### config.mk
export PLATFORM = sky130hd
export DESIGN_NAME = draw_car
export DESIGN_NICKNAME = d
export VERILOG_FILES = /design/src/rtl/draw_car.sv
export SDC_FILE = /design/constraint.sdc
export NUM_CORES = 1
export LEC_CHECK = 0
export ABC_AREA = 1
export BUFFER_PORTS_ARGS = -buffer_cell sky130_fd_sc_hd__buf_2
export CORE_MARGIN = 2
export CORE_UTILIZATION = 54
export DETAILED_ROUTE_END_ITERATION = 7
export HOLD_SLACK_MARGIN = 0.15
export PLACE_DENSITY = 0.9
export SYNTH_ARGS = -nofsm -noshare
export SYNTH_HDL_FRONTEND = slang
export SYNTH_SLANG_ARGS = --single-unit
### constraint.sdc
create_clock -name pclk -period 2.35 [get_ports pclk]
set_input_delay 0.1175 -clock pclk [delete_from_list [all_inputs] [get_ports pclk]]
set_output_delay 0.1175 -clock pclk [all_outputs]
set_load 0.1 [all_outputs]
### src/rtl/draw_car.sv
// Sprite-overlay pipeline stage: composites a 64x96 car bitmap read from an
// external synchronous ROM onto the pixel stream from the timing generator.
// Three register stages; every timing signal is delayed to stay aligned with
// the composited colour. The sprite position is captured once per frame on
// the rising edge of vertical blanking so the car never tears mid-frame.
module draw_car #(
    parameter int          X_SIZE      = 64,
    parameter int          Y_SIZE      = 96,
    parameter int          ADDR_W      = 13,
    parameter logic [11:0] TRANSPARENT = 12'h0F0
) (
    input  logic              pclk,
    input  logic              rst_n,
    input  logic [10:0]       hcount_in,
    input  logic [10:0]       vcount_in,
    input  logic              hsync_in,
    input  logic              hblnk_in,
    input  logic              vsync_in,
    input  logic              vblnk_in,
    input  logic [11:0]       rgb_in,
    input  logic [10:0]       xpos,
    input  logic [10:0]       ypos,
    output logic [ADDR_W-1:0] rom_addr,
    input  logic [11:0]       rom_data,
    output logic [10:0]       hcount_out,
    output logic [10:0]       vcount_out,
    output logic              hsync_out,
    output logic              hblnk_out,
    output logic              vsync_out,
    output logic              vblnk_out,
    output logic [11:0]       rgb_out
);

    // Column bits come straight from rel_x; the remaining address bits are rows.
    localparam int XW = $clog2(X_SIZE);
    localparam int YW = ADDR_W - XW;

    logic        vblnk_prev;
    logic [10:0] xpos_l;
    logic [10:0] ypos_l;

    // Only the low bits of the offsets reach the ROM address, so the
    // subtraction is done at that width (identical modulo 2^n).
    logic [XW-1:0] rel_x;
    logic [YW-1:0] rel_y;
    logic [11:0]   x_end;
    logic [11:0]   y_end;
    logic          in_box;

    logic [10:0] hcount_d1, vcount_d1, hcount_d2, vcount_d2;
    logic        hsync_d1, hblnk_d1, vsync_d1, vblnk_d1;
    logic        hsync_d2, hblnk_d2, vsync_d2, vblnk_d2;
    logic [11:0] rgb_d1, rgb_d2;
    logic        in_box_d1, in_box_d2;
    logic [11:0] rgb_next;

    // Capture the requested position on the rising edge of vertical blanking.
    always_ff @(posedge pclk or negedge rst_n) begin
        if (!rst_n) begin
            vblnk_prev <= 1'b0;
            xpos_l     <= '0;
            ypos_l     <= '0;
        end else begin
            vblnk_prev <= vblnk_in;
            if (vblnk_in && !vblnk_prev) begin
                xpos_l <= xpos;
                ypos_l <= ypos;
            end
        end
    end

    // Box test; the end coordinates are one bit wider so a sprite hanging
    // past the right/bottom edge is clipped instead of wrapping to column 0.
    always_comb begin
        rel_x  = hcount_in[XW-1:0] - xpos_l[XW-1:0];
        rel_y  = vcount_in[YW-1:0] - ypos_l[YW-1:0];
        x_end  = {1'b0, xpos_l} + 12'(X_SIZE);
        y_end  = {1'b0, ypos_l} + 12'(Y_SIZE);
        in_box = (hcount_in >= xpos_l) && ({1'b0, hcount_in} < x_end) &&
                 (vcount_in >= ypos_l) && ({1'b0, vcount_in} < y_end) &&
                 !hblnk_in && !vblnk_in;
    end

    // Stage 1: issue the ROM address and register the incoming pixel.
    always_ff @(posedge pclk or negedge rst_n) begin
        if (!rst_n) begin
            rom_addr  <= '0;
            in_box_d1 <= 1'b0;
            hcount_d1 <= '0;
            vcount_d1 <= '0;
            hsync_d1  <= 1'b0;
            hblnk_d1  <= 1'b0;
            vsync_d1  <= 1'b0;
            vblnk_d1  <= 1'b0;
            rgb_d1    <= '0;
        end else begin
            rom_addr  <= in_box ? {rel_y, rel_x} : '0;
            in_box_d1 <= in_box;
            hcount_d1 <= hcount_in;
            vcount_d1 <= vcount_in;
            hsync_d1  <= hsync_in;
            hblnk_d1  <= hblnk_in;
            vsync_d1  <= vsync_in;
            vblnk_d1  <= vblnk_in;
            rgb_d1    <= rgb_in;
        end
    end

    // Stage 2: wait for the ROM's registered read to land.
    always_ff @(posedge pclk or negedge rst_n) begin
        if (!rst_n) begin
            in_box_d2 <= 1'b0;
            hcount_d2 <= '0;
            vcount_d2 <= '0;
            hsync_d2  <= 1'b0;
            hblnk_d2  <= 1'b0;
            vsync_d2  <= 1'b0;
            vblnk_d2  <= 1'b0;
            rgb_d2    <= '0;
        end else begin
            in_box_d2 <= in_box_d1;
            hcount_d2 <= hcount_d1;
            vcount_d2 <= vcount_d1;
            hsync_d2  <= hsync_d1;
            hblnk_d2  <= hblnk_d1;
            vsync_d2  <= vsync_d1;
            vblnk_d2  <= vblnk_d1;
            rgb_d2    <= rgb_d1;
        end
    end

    // Colour select: blanking forces black, then background, then sprite.
    always_comb begin
        rgb_next = rom_data;
        if (hblnk_d2 || vblnk_d2)
            rgb_next = 12'h000;
        else if (!in_box_d2 || rom_data == TRANSPARENT)
            rgb_next = rgb_d2;
    end

    // Stage 3: register the composited pixel and the aligned timing.
    always_ff @(posedge pclk or negedge rst_n) begin
        if (!rst_n) begin
            hcount_out <= '0;
            vcount_out <= '0;
            hsync_out  <= 1'b0;
            hblnk_out  <= 1'b0;
            vsync_out  <= 1'b0;
            vblnk_out  <= 1'b0;
            rgb_out    <= '0;
        end else begin
            hcount_out <= hcount_d2;
            vcount_out <= vcount_d2;
            hsync_out  <= hsync_d2;
            hblnk_out  <= hblnk_d2;
            vsync_out  <= vsync_d2;
            vblnk_out  <= vblnk_d2;
            rgb_out    <= rgb_next;
        end
    end

endmodule

==> reports/results.txt <==
Outcome: finished clean
Reg power frac: 0.415
Pre-Repair DR Iteration Count: 4
Syn Inst Count: 486
MaxCap Viol Count: 0
Count leader, synth: dfrtp_1
CP Class: register to register
CTS tree: yes
Vias per cell: 5.04
Clk buf depth: 2
Total gr overflow: 0
Post-Syn Nets: 597
Layout cells sized above 1: 0.266
Met1 Use GR: 0.282
Max-slew violations: 0
Die extent in x: 107 um
Core footprint: 10300 um^2
Post-synth EDFFs: 0
I/O pin count: 125
Initial Util: 0.554
Met2 Track Usage GR: 0.461
Pint: 4.81 mW
Area contributors post-synth: dfrtp_1 66%, ha_1 7.7%, nor2_1 4.1%, nand2_1 3.9%, a21oi_1 3.7%
Synthesized area: 5720 um^2
Met3 Use GR: 0.0821
CTS Buf Count: 17
Post-placement setup slack: 0.0174 ns
CP endpoint kind: register
Clock Skew: 0.00960 ns
Final wirelength: 13.9 mm
Clock Sink Count: 151
Largest net degree at the start of global routing: 77
Worst setup SP type: register
Antenna Nets Post-Route: 0
Syn_area_per_cell: 11.8 um^2
# rows: 37
Combinational share of power: 0.190
Filler cell count: 578
Cell taking the most area after synthesis: dfrtp_1
Top-area cell type share of the netlist area: 0.660
Fin crit period: 2.25 ns
Setup Viol. Count Final: 0
WL/cell: 16.2 um
Clk pwr share: 0.396
Sequential area share after synthesis: 0.660
Post-synth top cells: 151 x dfrtp_1, 62 x nor2_1, 59 x nand2_1
Switch share: 0.292
Die area: 11400 um^2
Worst slew pin tran: 0.854 ns
F_max: 444 MHz
Post-synthesis cell type count: 28
Clock Latency Late Sink: 0.53 ns
Number of port buffers: 124
Period utilization: 0.958
Hold Fails Final Rpt: 0
Vias in the first global route: 4581
DIE HEIGHT: 107 um
Fin worst setup slack: 0.0990 ns
Pwr dens: 858 nW/um^2
H-tree depth: 4
Number of synthesized register bits: 151
Net Sw Power: 1.98 mW
Worst Hold Class: input pin to async pin
DP Wirelength: 8.52 mm
First-pass GRT wire length: 22.4 mm
CTS Root Cell: clkbuf_8
Setup TNS: 0 ns
Slew margin rel.: 0.430
Gr usage total: 0.264
Area growth, synth to finish: 38.3%
Data required time of the worst path: 2.76 ns
Top_reg_cell synth: dfrtp_1
Clock-pin slew on the worst setup and hold paths: 0.07 ns
Post-synthesis async set-or-reset flop share: 1.00
Final net count: 815
Gr busiest metal: met2
RSZ-0062 raised after global routing: false
DRT iter0 DRCs: 352
Drc violations: 0
IR drop worst, VDD: 0.458 mV
Static Leakage: 4.07 nW
Crit path DAT: 2.66 ns
GPL Wtd Cong: 0.894
Syn. warnings: 0
Initial antenna violation count: 1
Total number of vias: 4306
Largest fanout on the critical path: 5
-- logic make-up (layout without fill, tap and decap cells) --
kind of cell / after synthesis / count (layout) / share of synthesized area
compound gates: 61 / 61 / 0.0558
fa+ha+maj: 37 / 37 / 0.0835
flops: 151 / 151 / 0.660
xor+xnor: 15 / 15 / 0.0230
mux: 2 / 2 / 0.00394
buf+inv: 63 / 294 / 0.0444
simple gates: 157 / 157 / 0.129
other cells: 0 / 2 / 0
-- state kept, by name, summed over array words and instances (netlist names), 11 cells and up --
signal	count
rom_addr	13
rgb_d1	12
rgb_d2	12
rgb_out	12
hcount_d1	11
hcount_d2	11
hcount_out	11
vcount_d1	11
vcount_d2	11
vcount_out	11
xpos_l	11
ypos_l	11
-- cells in the final DEF, fill, tap and decap left out, drive strengths merged --
cell	instances
ha	35
xor2	10
clkinv	7
nor4	1
fa	2
a21oi	42
nand2	60
xnor2	5
dlygate4sd3	74
diode	2
buf	134
mux2	2
o21ai	15
o21a	1
nand3	15
dfrtp	151
nor2	77
inv	55
clkinvlp	2
bufinv	3
clkbuf	19
a21o	3
nor3	4
-- critical path: stages, from the launching register on --
cell,delay (ns)
dfrtp_1,0.39
ha_1,0.20
nand3_1,0.12
xor2_1,0.17
ha_1,0.28
inv_1,0.04
nor2_1,0.17
nand2_1,0.11
a21oi_2,0.21
nor2_4,0.07
nand3_4,0.11
buf_4,0.20
nor2_4,0.04
-- timing repair --
action                     in CTS  in global routing
hold endpoints to repair      225                  0
gates resized for setup         0                  3
pin swaps                       1                  0
buffers inserted                3                  1
hold buffers                   74                  0
setup endpoints to repair       1                 13
cloned                          0                  0
-- cell type report --
cell class,count,area (um^2),area share
Sequential cell,151,3780,0.478
Multi-Input combinational cell,272,1700,0.214
Timing Repair Buffer,208,1470,0.185
Clock buffer,19,422,0.0533
Inverter,54,203,0.0256
Clock inverter,13,171,0.0217
Tap cell,136,170,0.0215
Antenna cell,2,5.00,0.000633
-- final timing paths --
| kind | from | end | slack (ns) | cells past startpoint |
|---|---|---|---|---|
| setup reg to reg | xpos_l[7] | rom_addr[9] | 0.1 | 12 |
| hold / removal | rst_n | rgb_d1[2] | 0.15 | 2 |
| min in group pclk | vsync_in | vsync_d1 | 0.23 | 2 |
| max in group asynchronous | rst_n | vcount_d2[10] | 1.46 | 3 |
| setup / recovery | xpos_l[7] | rom_addr[9] | 0.1 | 12 |
| hold reg to reg | vcount_d1[8] | vcount_d2[8] | 0.34 | 0 |
-- power groups by stage --
stage	Sequential (mW)	Combinational, mW	Clock [mW]
5_1_grt	2.83	1.41	2.86
2_1_floorplan	3.11	0.552	0
4_1_cts	2.81	1.26	2.72
3_5_place_dp	2.86	1.13	0
3_3_place_gp	2.85	1.07	0
6_report	2.82	1.29	2.69
-- metal layers --
layer | routed length [um] | up-vias | part of all wire
met4 | 613 | 0 | 0.044
li1 | - | 1976 | -
met1 | 5050 | 2101 | 0.36
met5 | 0 | - | 0
met3 | 910 | 50 | 0.066
met2 | 7290 | 179 | 0.53
-- through the flow --
| stage | instances | power, mW | util | hold WS (ns) | area (um^2) |
|---|---|---|---|---|---|
| final | 855 | 6.79 | 0.766 | 0.150 | 7910 |
| after CTS | 852 | 6.79 | 0.765 | 0.183 | 7890 |
| after global routing | 854 | 7.09 | 0.766 | 0.217 | 7910 |
| after detailed placement | 743 | 3.99 | 0.632 | 0.173 | 6530 |
| after floorplan | 486 | 3.66 | - | -0.178 | 5720 |
| after global placement | 743 | 3.92 | 0.632 | 0.161 | 6530 |
Power figures use the tool's default switching activity.
